===== src/rtl/mem_access_unit.sv =====
`default_nettype none
// ============================================================================
// Module   : mem_access_unit
// Purpose  : MEM-stage data-memory access unit for the 64-bit RISC-V
//            pipeline. Turns the load/store fields of the EXE/MEM register
//            into one request per instruction on a req/ready + rvalid data
//            port. Store data is shifted into its byte lanes. Load data is
//            extracted from the returned doubleword and sign- or
//            zero-extended. StallM freezes IF..MEM until the access completes.
//
// Ports    : clk, reset      - clock, asynchronous active-high reset
//            MemReadM        - load in MEM
//            MemWriteM       - store in MEM (wins over MemReadM)
//            MemTypeM        - 00 byte, 01 half, 10 word, 11 double
//            MemUnsignedM    - zero-extend loads
//            ALUResultM      - effective byte address
//            WriteDataM      - right-justified store data
//            StallM          - hold IF..MEM pipeline registers
//            ReadDataM       - registered, extended load result
//            MisalignM       - misaligned access (no request is issued)
//            mem_req/mem_we/mem_addr/mem_wdata/mem_be - request side
//            mem_ready       - request accepted this cycle
//            mem_rdata/mem_rvalid - read-data return
//            BusErrM         - access timed out (optional feature only)
//
// Options  : `define MEM_ACCESS_TIMEOUT_EN adds a wait-cycle counter and the
//            BusErrM output. An access that waits TIMEOUT_CYCLES cycles in
//            REQ/WAIT_R is abandoned. Without the macro the FSM waits
//            indefinitely.
//
// Revision : 1.0 - initial release
// ============================================================================
module mem_access_unit #(
  parameter int TIMEOUT_CYCLES = 255
) (
  input  logic        clk,
  input  logic        reset,
  input  logic        MemReadM,
  input  logic        MemWriteM,
  input  logic [1:0]  MemTypeM,
  input  logic        MemUnsignedM,
  input  logic [63:0] ALUResultM,
  input  logic [63:0] WriteDataM,
  output logic        StallM,
  output logic [63:0] ReadDataM,
  output logic        MisalignM,
  output logic        mem_req,
  output logic        mem_we,
  output logic [63:0] mem_addr,
  output logic [63:0] mem_wdata,
  output logic [7:0]  mem_be,
  input  logic        mem_ready,
  input  logic [63:0] mem_rdata,
  input  logic        mem_rvalid
`ifdef MEM_ACCESS_TIMEOUT_EN
  ,
  output logic        BusErrM
`endif
);

  // --------------------------------------------------------------------------
  // State encoding
  // --------------------------------------------------------------------------
  localparam logic [1:0] IDLE   = 2'd0;
  localparam logic [1:0] REQ    = 2'd1;
  localparam logic [1:0] WAIT_R = 2'd2;
  localparam logic [1:0] DONE   = 2'd3;

  logic [1:0]  state;
  logic [1:0]  state_next;

  logic        access;
  logic [2:0]  off;
  logic        misaligned;
  logic [7:0]  be_base;
  logic [63:0] lane;
  logic [63:0] load_ext;
  logic        expire;      // wait budget exhausted this cycle
  logic        capture;     // load data returns this cycle
  logic        err_set;     // abandon the access this cycle

  // --------------------------------------------------------------------------
  // Request formatting
  // --------------------------------------------------------------------------
  assign access = MemReadM | MemWriteM;
  assign off    = ALUResultM[2:0];

  always_comb begin
    misaligned = 1'b0;
    be_base    = 8'hFF;
    case (MemTypeM)
      2'b00: begin
        misaligned = 1'b0;
        be_base    = 8'h01;
      end
      2'b01: begin
        misaligned = off[0];
        be_base    = 8'h03;
      end
      2'b10: begin
        misaligned = |off[1:0];
        be_base    = 8'h0F;
      end
      default: begin
        misaligned = |off;
        be_base    = 8'hFF;
      end
    endcase
  end

  // Request fields are driven straight from the EXE/MEM register. While
  // StallM is high that register is frozen, so the fields stay stable
  // through REQ without a local copy.
  assign mem_addr  = {ALUResultM[63:3], 3'b000};
  assign mem_we    = MemWriteM;
  assign mem_be    = be_base << off;
  assign mem_wdata = WriteDataM << {off, 3'b000};

  // --------------------------------------------------------------------------
  // Load extraction and extension. A double uses the whole lane, so
  // MemUnsignedM has no effect on it.
  // --------------------------------------------------------------------------
  assign lane = mem_rdata >> {off, 3'b000};

  always_comb begin
    load_ext = lane;
    case (MemTypeM)
      2'b00:   load_ext = MemUnsignedM ? {56'd0, lane[7:0]}
                                       : {{56{lane[7]}}, lane[7:0]};
      2'b01:   load_ext = MemUnsignedM ? {48'd0, lane[15:0]}
                                       : {{48{lane[15]}}, lane[15:0]};
      2'b10:   load_ext = MemUnsignedM ? {32'd0, lane[31:0]}
                                       : {{32{lane[31]}}, lane[31:0]};
      default: load_ext = lane;
    endcase
  end

  // --------------------------------------------------------------------------
  // Optional wait-cycle watchdog
  // --------------------------------------------------------------------------
`ifdef MEM_ACCESS_TIMEOUT_EN
  localparam int CNT_W = ($clog2(TIMEOUT_CYCLES) > 8) ? $clog2(TIMEOUT_CYCLES) : 8;

  logic [CNT_W-1:0] cnt;

  // The counter holds the number of cycles already spent in the wait state.
  // The access expires in the TIMEOUT_CYCLES-th wait cycle. mem_req is
  // already low in that cycle, so a late mem_ready cannot be taken as an
  // accept.
  assign expire = ((state == REQ) || (state == WAIT_R)) &&
                  (cnt == CNT_W'(TIMEOUT_CYCLES - 1));

  always_ff @(posedge clk or posedge reset) begin
    if (reset) begin
      cnt <= '0;
    end else if (state_next != state) begin
      cnt <= '0;
    end else if ((state == REQ) || (state == WAIT_R)) begin
      cnt <= cnt + 1'b1;
    end
  end

  // err_set is only raised on the edge into DONE. Registering it therefore
  // gives exactly the one DONE cycle, and BusErrM clears again in IDLE.
  always_ff @(posedge clk or posedge reset) begin
    if (reset) begin
      BusErrM <= 1'b0;
    end else begin
      BusErrM <= err_set;
    end
  end
`else
  assign expire = 1'b0;

  logic unused_timeout_param;
  assign unused_timeout_param = ^TIMEOUT_CYCLES;
`endif

  // --------------------------------------------------------------------------
  // Control FSM
  // --------------------------------------------------------------------------
  always_comb begin
    state_next = state;
    mem_req    = 1'b0;
    StallM     = 1'b0;
    MisalignM  = 1'b0;
    capture    = 1'b0;
    err_set    = 1'b0;
    case (state)
      IDLE: begin
        if (access) begin
          if (misaligned) begin
            // No request. The pipeline advances and traps downstream.
            MisalignM = 1'b1;
          end else begin
            mem_req = 1'b1;
            StallM  = 1'b1;
            if (mem_ready) begin
              state_next = MemWriteM ? DONE : WAIT_R;
            end else begin
              state_next = REQ;
            end
          end
        end
      end
      REQ: begin
        StallM = 1'b1;
        if (expire) begin
          err_set    = 1'b1;
          state_next = DONE;
        end else begin
          mem_req = 1'b1;
          if (mem_ready) begin
            state_next = MemWriteM ? DONE : WAIT_R;
          end
        end
      end
      WAIT_R: begin
        StallM = 1'b1;
        // Data that arrives in the expiry cycle is still valid data, so it
        // takes priority over the timeout.
        if (mem_rvalid) begin
          capture    = 1'b1;
          state_next = DONE;
        end else if (expire) begin
          err_set    = 1'b1;
          state_next = DONE;
        end
      end
      DONE: begin
        // The pipeline advances on this edge. Returning to IDLE guarantees
        // one request per instruction.
        state_next = IDLE;
      end
      default: begin
        state_next = IDLE;
      end
    endcase

    // Reset forces the state to IDLE asynchronously. The pipeline inputs may
    // still show an access, so the handshake and stall outputs are also
    // gated directly for the whole reset window.
    if (reset) begin
      mem_req   = 1'b0;
      StallM    = 1'b0;
      MisalignM = 1'b0;
    end
  end

  always_ff @(posedge clk or posedge reset) begin
    if (reset) begin
      state     <= IDLE;
      ReadDataM <= 64'd0;
    end else begin
      state <= state_next;
      if (capture) begin
        ReadDataM <= load_ext;
      end else if (err_set) begin
        ReadDataM <= 64'd0;
      end
    end
  end

endmodule
`default_nettype wire


===== config.mk =====
export PLATFORM = sky130hd
export DESIGN_NAME = mem_access_unit
export DESIGN_NICKNAME = d
export VERILOG_FILES = /design/src/rtl/mem_access_unit.sv
export SDC_FILE = /design/constraint.sdc
export NUM_CORES = 1
export LEC_CHECK = 0
export CAP_MARGIN = 30
export CORE_AREA = 2 2 157 159
export CTS_CLUSTER_DIAMETER = 120
export DETAILED_ROUTE_END_ITERATION = 12
export DIE_AREA = 0 0 159 161
export GPL_TIMING_DRIVEN = 0
export PLACE_DENSITY = 0.75
export SYNTH_ARGS = -nofsm -noshare
export SYNTH_HDL_FRONTEND = slang
export SYNTH_SLANG_ARGS = --single-unit

===== constraint.sdc =====
create_clock -name clk -period 6.3 [get_ports clk]
set_clock_uncertainty 0.05 [all_clocks]
set_input_delay 0.945 -clock clk [delete_from_list [all_inputs] [get_ports clk]]
set_output_delay 0.945 -clock clk [all_outputs]
set_load 0.1 [all_outputs]

# After elaboration in Yosys (flattened, before gate mapping)
# Cells that the tools add are included.
# word_totals
reg_bits,66
input_bits,201
out_inout_bits,204
elab_cells,47
# op_classes
eq_ne,9
shifts,3
muxes,26
n_bitwise,1
n_reduce_logical,6
# op_table
cell,count
64-bit two-way mux,4
64-bit one-hot mux with 3 select lines,1
64-bit by 6-bit << shifter with 64-bit output,1
64-bit by 6-bit >> shifter with 64-bit output,1
8-bit one-hot mux with 3 select lines,1
1-bit two-way mux,11
2-bit two-way mux,5
2-bit != test (second input constant),4
2-bit one-hot mux with 4 select lines,1
8-bit by 3-bit << shifter with 8-bit output,1
2-bit equality test (second input constant),3
2-bit by 1-bit equality test with 1-bit output (second input constant),2
2-bit logical NOT,2
1-bit one-hot mux with 2 select lines,2
4-bit AND reduction,1
2-bit OR reduction,2
1-bit one-hot mux with 3 select lines,1
3-bit OR reduction,1
1-bit OR,1

# Depth between registers and ports, before layout
# logic_depth
depth_word,6
mapped_depth,8
mapped_depth_nobuf,6

# Least setup slack after synthesis
# OpenSTA, ideal clock, no wires.
# synth_timing
path_kind,in2out
from,input port ALUResultM[0]
to,output port mem_be[5]
t_arrival_ps,4168
required_ps,5305
path_slack_ps,1137
path_stages,7
n_path_buf,5
path_cell_list,buf_6 -> clkbuf_4 -> buf_4 -> buf_4 -> buf_2 -> nor2_1 -> nor3b_1
# synth_between
elab_chain_len,1
# synth_rtl
item,line_no,rtl
"start, declared",42,"input logic [63:0] ALUResultM,"
8-bit by 3-bit << shifter with 8-bit output,116,assign mem_be = be_base << off;
"end, declared",51,"output logic [7:0] mem_be,"
# No other way between the ends.

# Final worst setup path
# layout_timing
from,input port ALUResultM[2]
to,output port mem_wdata[44]
# layout_between
elab_chain_len,1
# layout_rtl
item,line_no,rtl
64-bit by 6-bit << shifter with 64-bit output,117,"assign mem_wdata = WriteDataM << {off, 3'b000};"
"end, declared",50,"output logic [63:0] mem_wdata,"
# No other way between the ends.

==> results by group <==
Power
  • Switch share: 59.45%
  • Pwr dens: between 400 and 500 nW/um2
  • Pint: a little over 0.002 W
  • Power, Total: 0.004991 W
  • Flop pwr share: 15.6%
  • Psw: 0.002967 W
  • Worst vdd ir: 0.3467 mV
  • Clock power share: 11.9%
  • LEAKAGE: ~4.9 nW
  • Combinational power share: around 73%

STA
  • Final Hold Viols: 0
  • Final worst slack: between 0.7 and 0.8 ns
  • RSZ-0062 raised after global routing: no
  • Slew headroom: 30.77%
  • Final min period: 5.552 ns
  • Slew Viols, Final: 0
  • Setup TNS: 0 ns
  • Final setup fails: 0
  • Fmax achieved: around 180 MHz
  • Final Cycle Share: 88.13%
  • Slew @ Worst Pin: 1.035 ns

Placed design
  • Final GP Congestion: roughly 0.97
  • IO Port Bufs: 340
  • Pre-CTS WS: 0.8538 ns
  • HPWL Detailed: between 20000 and 30000 um
  • Post-Place Cells: 1497

Finish
  • Fraction of layout cells with a size suffix above 1: about 17%
  • FF/Latch Area: 1652 um2
  • Multi-input logic area: 4544 um2
  • Layout Nets: 1392
  • Area grow syn2layout: 64.18%
  • Filler Cells Inserted: about 2.3k
  • Non-filler cells, final: 1522

Worst setup path
  • Crit path kind: input pin to output pin
  • Critical Path AT: 4.56 ns
  • Bufs and invs on worst path: 5
  • Reg2reg start: state[0]
  • CP Max Fanout: 10
  • Slowest cell delay on critical path: roughly 1.2 ns
  • Crit. End Element: output pin
  • Crit path max-delay cell type: clkdlybuf4s50_1
  • CP cell instances: clkdlybuf4s50_1 -> buf_4 -> buf_2 -> buf_2 -> mux2i_1 -> nor2_1 -> a21oi_1 -> o22ai_1 -> clkdlybuf4s50_1
  • Reg2Reg Depth: 7
  • Reg2reg end: ReadDataM[28]
  • FF-to-FF setup slack: 3.97 ns
  • Startpoint types: input pin
  • Crit path required time: 5.30 ns
  • Cell family with most CP delay: buffers and inverters

Drt
  • Post-DRT Antenna Nets: 0
  • DR DRC count: 0
  • DR WL/cell: 23.72 um
  • Initial DRT Pass Iterations: 7
  • 1st-iter DRT viols: 812
  • Via-to-Cell Ratio: approximately 5.4
  • Final WL: about 36000 um
  • Vias: 8194

Global route
  • Remaining Overflow, GRT: 0
  • GRT Overall Usage: 27.10%
  • Vias in the first global route: 8182
  • Initial antenna violation count: 8
  • Largest net degree at the start of global routing: 45
  • Global-route wire length before repair: 52840 um

Clocking
  • CTS tree: yes
  • Clock buffer depth: 2
  • Clock Root Buffer: clkbuf_16
  • Clock-pin slew on the worst setup and hold paths: 0.05 ns
  • H-tree levels: 3
  • Clock Latency Late Sink: 0.34 ns
  • TritonCTS Buffers: 9
  • Post_cts resized: 0
  • Hold Buf Count CTS: 0
  • Post-CTS setup buffers: 0
  • Clock Sinks: between 60 and 70

Logic synthesis
  • Sequential area share after synthesis: ~23%
  • EDFF count, synth: 0
  • Yosys cell types: 56
  • Async set-reset flop share out of synthesis: 100.0%
  • Synth Instances: 819
  • Synthesized cell area: 7149 um2
  • Synth warn: 0
  • Syn_area_per_cell: ~8.7 um2
  • Yosys reg bits: 66
  • Main flop type after synthesis: dfrtp_1

Floorplan
  • Starting Density: 29.84%
  • Core area: 23960 um2
  • Die Area: 25600 um2
  • Die X: 159 um
  • I/O pin count: 405
  • Die Y: between 150 and 200 um
  • Cell Rows: 57

Min path
  • Hold endpoint: ReadDataM[4]
  • Hold path start: ReadDataM[4]
  • Worst hold path class: flip-flop to flip-flop
  • Hold depth: 2

Run
  • Max-cap check violation count: 0

Run status
  • Outcome: finished, final reports clean
-- cell type report --
type                            count  area share (%)
Buffer                            137           7.899
Antenna cell                        6          0.1279
Timing Repair Buffer              355           32.45
Multi-Input combinational cell    609           38.72
Inverter                            9          0.2878
Sequential cell                    66           14.07
Clock inverter                      6          0.9594
Clock buffer                       10           2.036
Tap cell                          324           3.454
-- layer usage --
| metal | share of wire, % | vias to the layer above | global-route usage (%) |
|---|---|---|---|
| li1 | - | 3677 | - |
| met1 | 42 | 3963 | 35.44 |
| met2 | 46 | 477 | 44.23 |
| met3 | 8.6 | 73 | 7.216 |
| met4 | 2.8 | 4 | 7.645 |
| met5 | 0.080 | - | 0 |
-- worst max-delay path by stage --
stage | to | depth (start not counted) | slack [ns] | start
2_1_floorplan | mem_be[5] | 7 | 1.14 | ALUResultM[0]
3_3_place_gp | MisalignM | 5 | 0.54 | reset
3_5_place_dp | mem_be[4] | 8 | 0.85 | ALUResultM[2]
4_1_cts | mem_be[4] | 8 | 0.85 | ALUResultM[2]
5_1_grt | mem_be[4] | 8 | 0.73 | ALUResultM[2]
6_report | mem_wdata[44] | 9 | 0.75 | ALUResultM[2]
-- cell usage after synthesis (9+ instances only) --
library cell,number,area share [%]
a211oi_1,18,1.9
a21oi_1,47,3.3
a22oi_1,14,1.5
a31oi_1,11,0.96
and2_1,10,0.88
buf_2,24,1.7
buf_4,83,8.7
buf_6,9,1.4
clkbuf_1,17,0.89
dfrtp_1,66,23
mux2_2,24,3.8
mux2i_1,127,18
mux4_2,16,5.0
nand2_1,46,2.4
nor2_1,91,4.8
nor2b_1,23,2.0
o21ai_1,40,2.8
o22a_1,32,3.9
o22ai_1,32,2.8
-- worst register-to-register path: stages, from the launching register on --
cell and delay (ns):
dfrtp_1 0.40, inv_1 0.11, ha_1 0.26, and2_1 0.27, clkbuf_1 0.43, clkbuf_1 0.45, nor2_1 0.09, a31oi_1 0.17
-- power groups by stage --
stage / clock (W) / sequential (W) / combinational (W)
floorplan: 0 / 0.00223 / 0.00113
global placement: 0 / 0.000767 / 0.00347
detailed placement: 0 / 0.000777 / 0.00356
CTS: 0.000599 / 0.000773 / 0.00356
global route: 0.000621 / 0.000797 / 0.00373
finish: 0.000595 / 0.000776 / 0.00362
-- placed cells by master, fill, tap and decap left out, types with 4 or more instances in the layout --
cell type        count
o21a_1               5
o21ai_1             40
mux4_2              16
nor2_1              91
mux2_2              24
a21oi_1             47
ha_1                 4
buf_4               83
nand3b_1             7
nor2b_1             23
nand2_1             46
nor3b_1              8
a22oi_1             14
buf_16              14
a2bb2oi_1            5
buf_2               24
o22ai_1             32
o22a_1              32
clkdlybuf4s50_1    340
a31oi_1             11
a211oi_1            18
o21ai_0              4
inv_1                7
diode_2              6
mux2i_1            127
o2bb2ai_1            5
clkbuf_16            9
buf_6                9
dfrtp_1             66
clkbuf_1            17
and2_1              10
-- flip-flops by register name, indices dropped and copies added (netlist names) --
name	count
ReadDataM	64
state	2
-- per-stage QoR --
| stage | util (%) | hold slack [ns] | instance area, um2 |
|---|---|---|---|
| after floorplan | - | 0.5104 | 7157 |
| after global placement | 45.76 | 0.4173 | 10970 |
| after detailed placement | 47.11 | 0.4243 | 11290 |
| after CTS | 48.57 | 0.4357 | 11640 |
| after global routing | 48.96 | 0.4558 | 11730 |
| final | 48.98 | 0.4374 | 11740 |
-- cell families after synthesis --
group           count (synthesis)  share of synthesized area, %
simple gates                  205                         13.76
compound gates                227                         21.72
fa+ha+maj                       4                        0.7001
buf+inv                       146                         13.44
flops                          66                         23.10
mux                           170                         27.23
other cells                     1                       0.05245
Power figures use the tool's default switching activity.
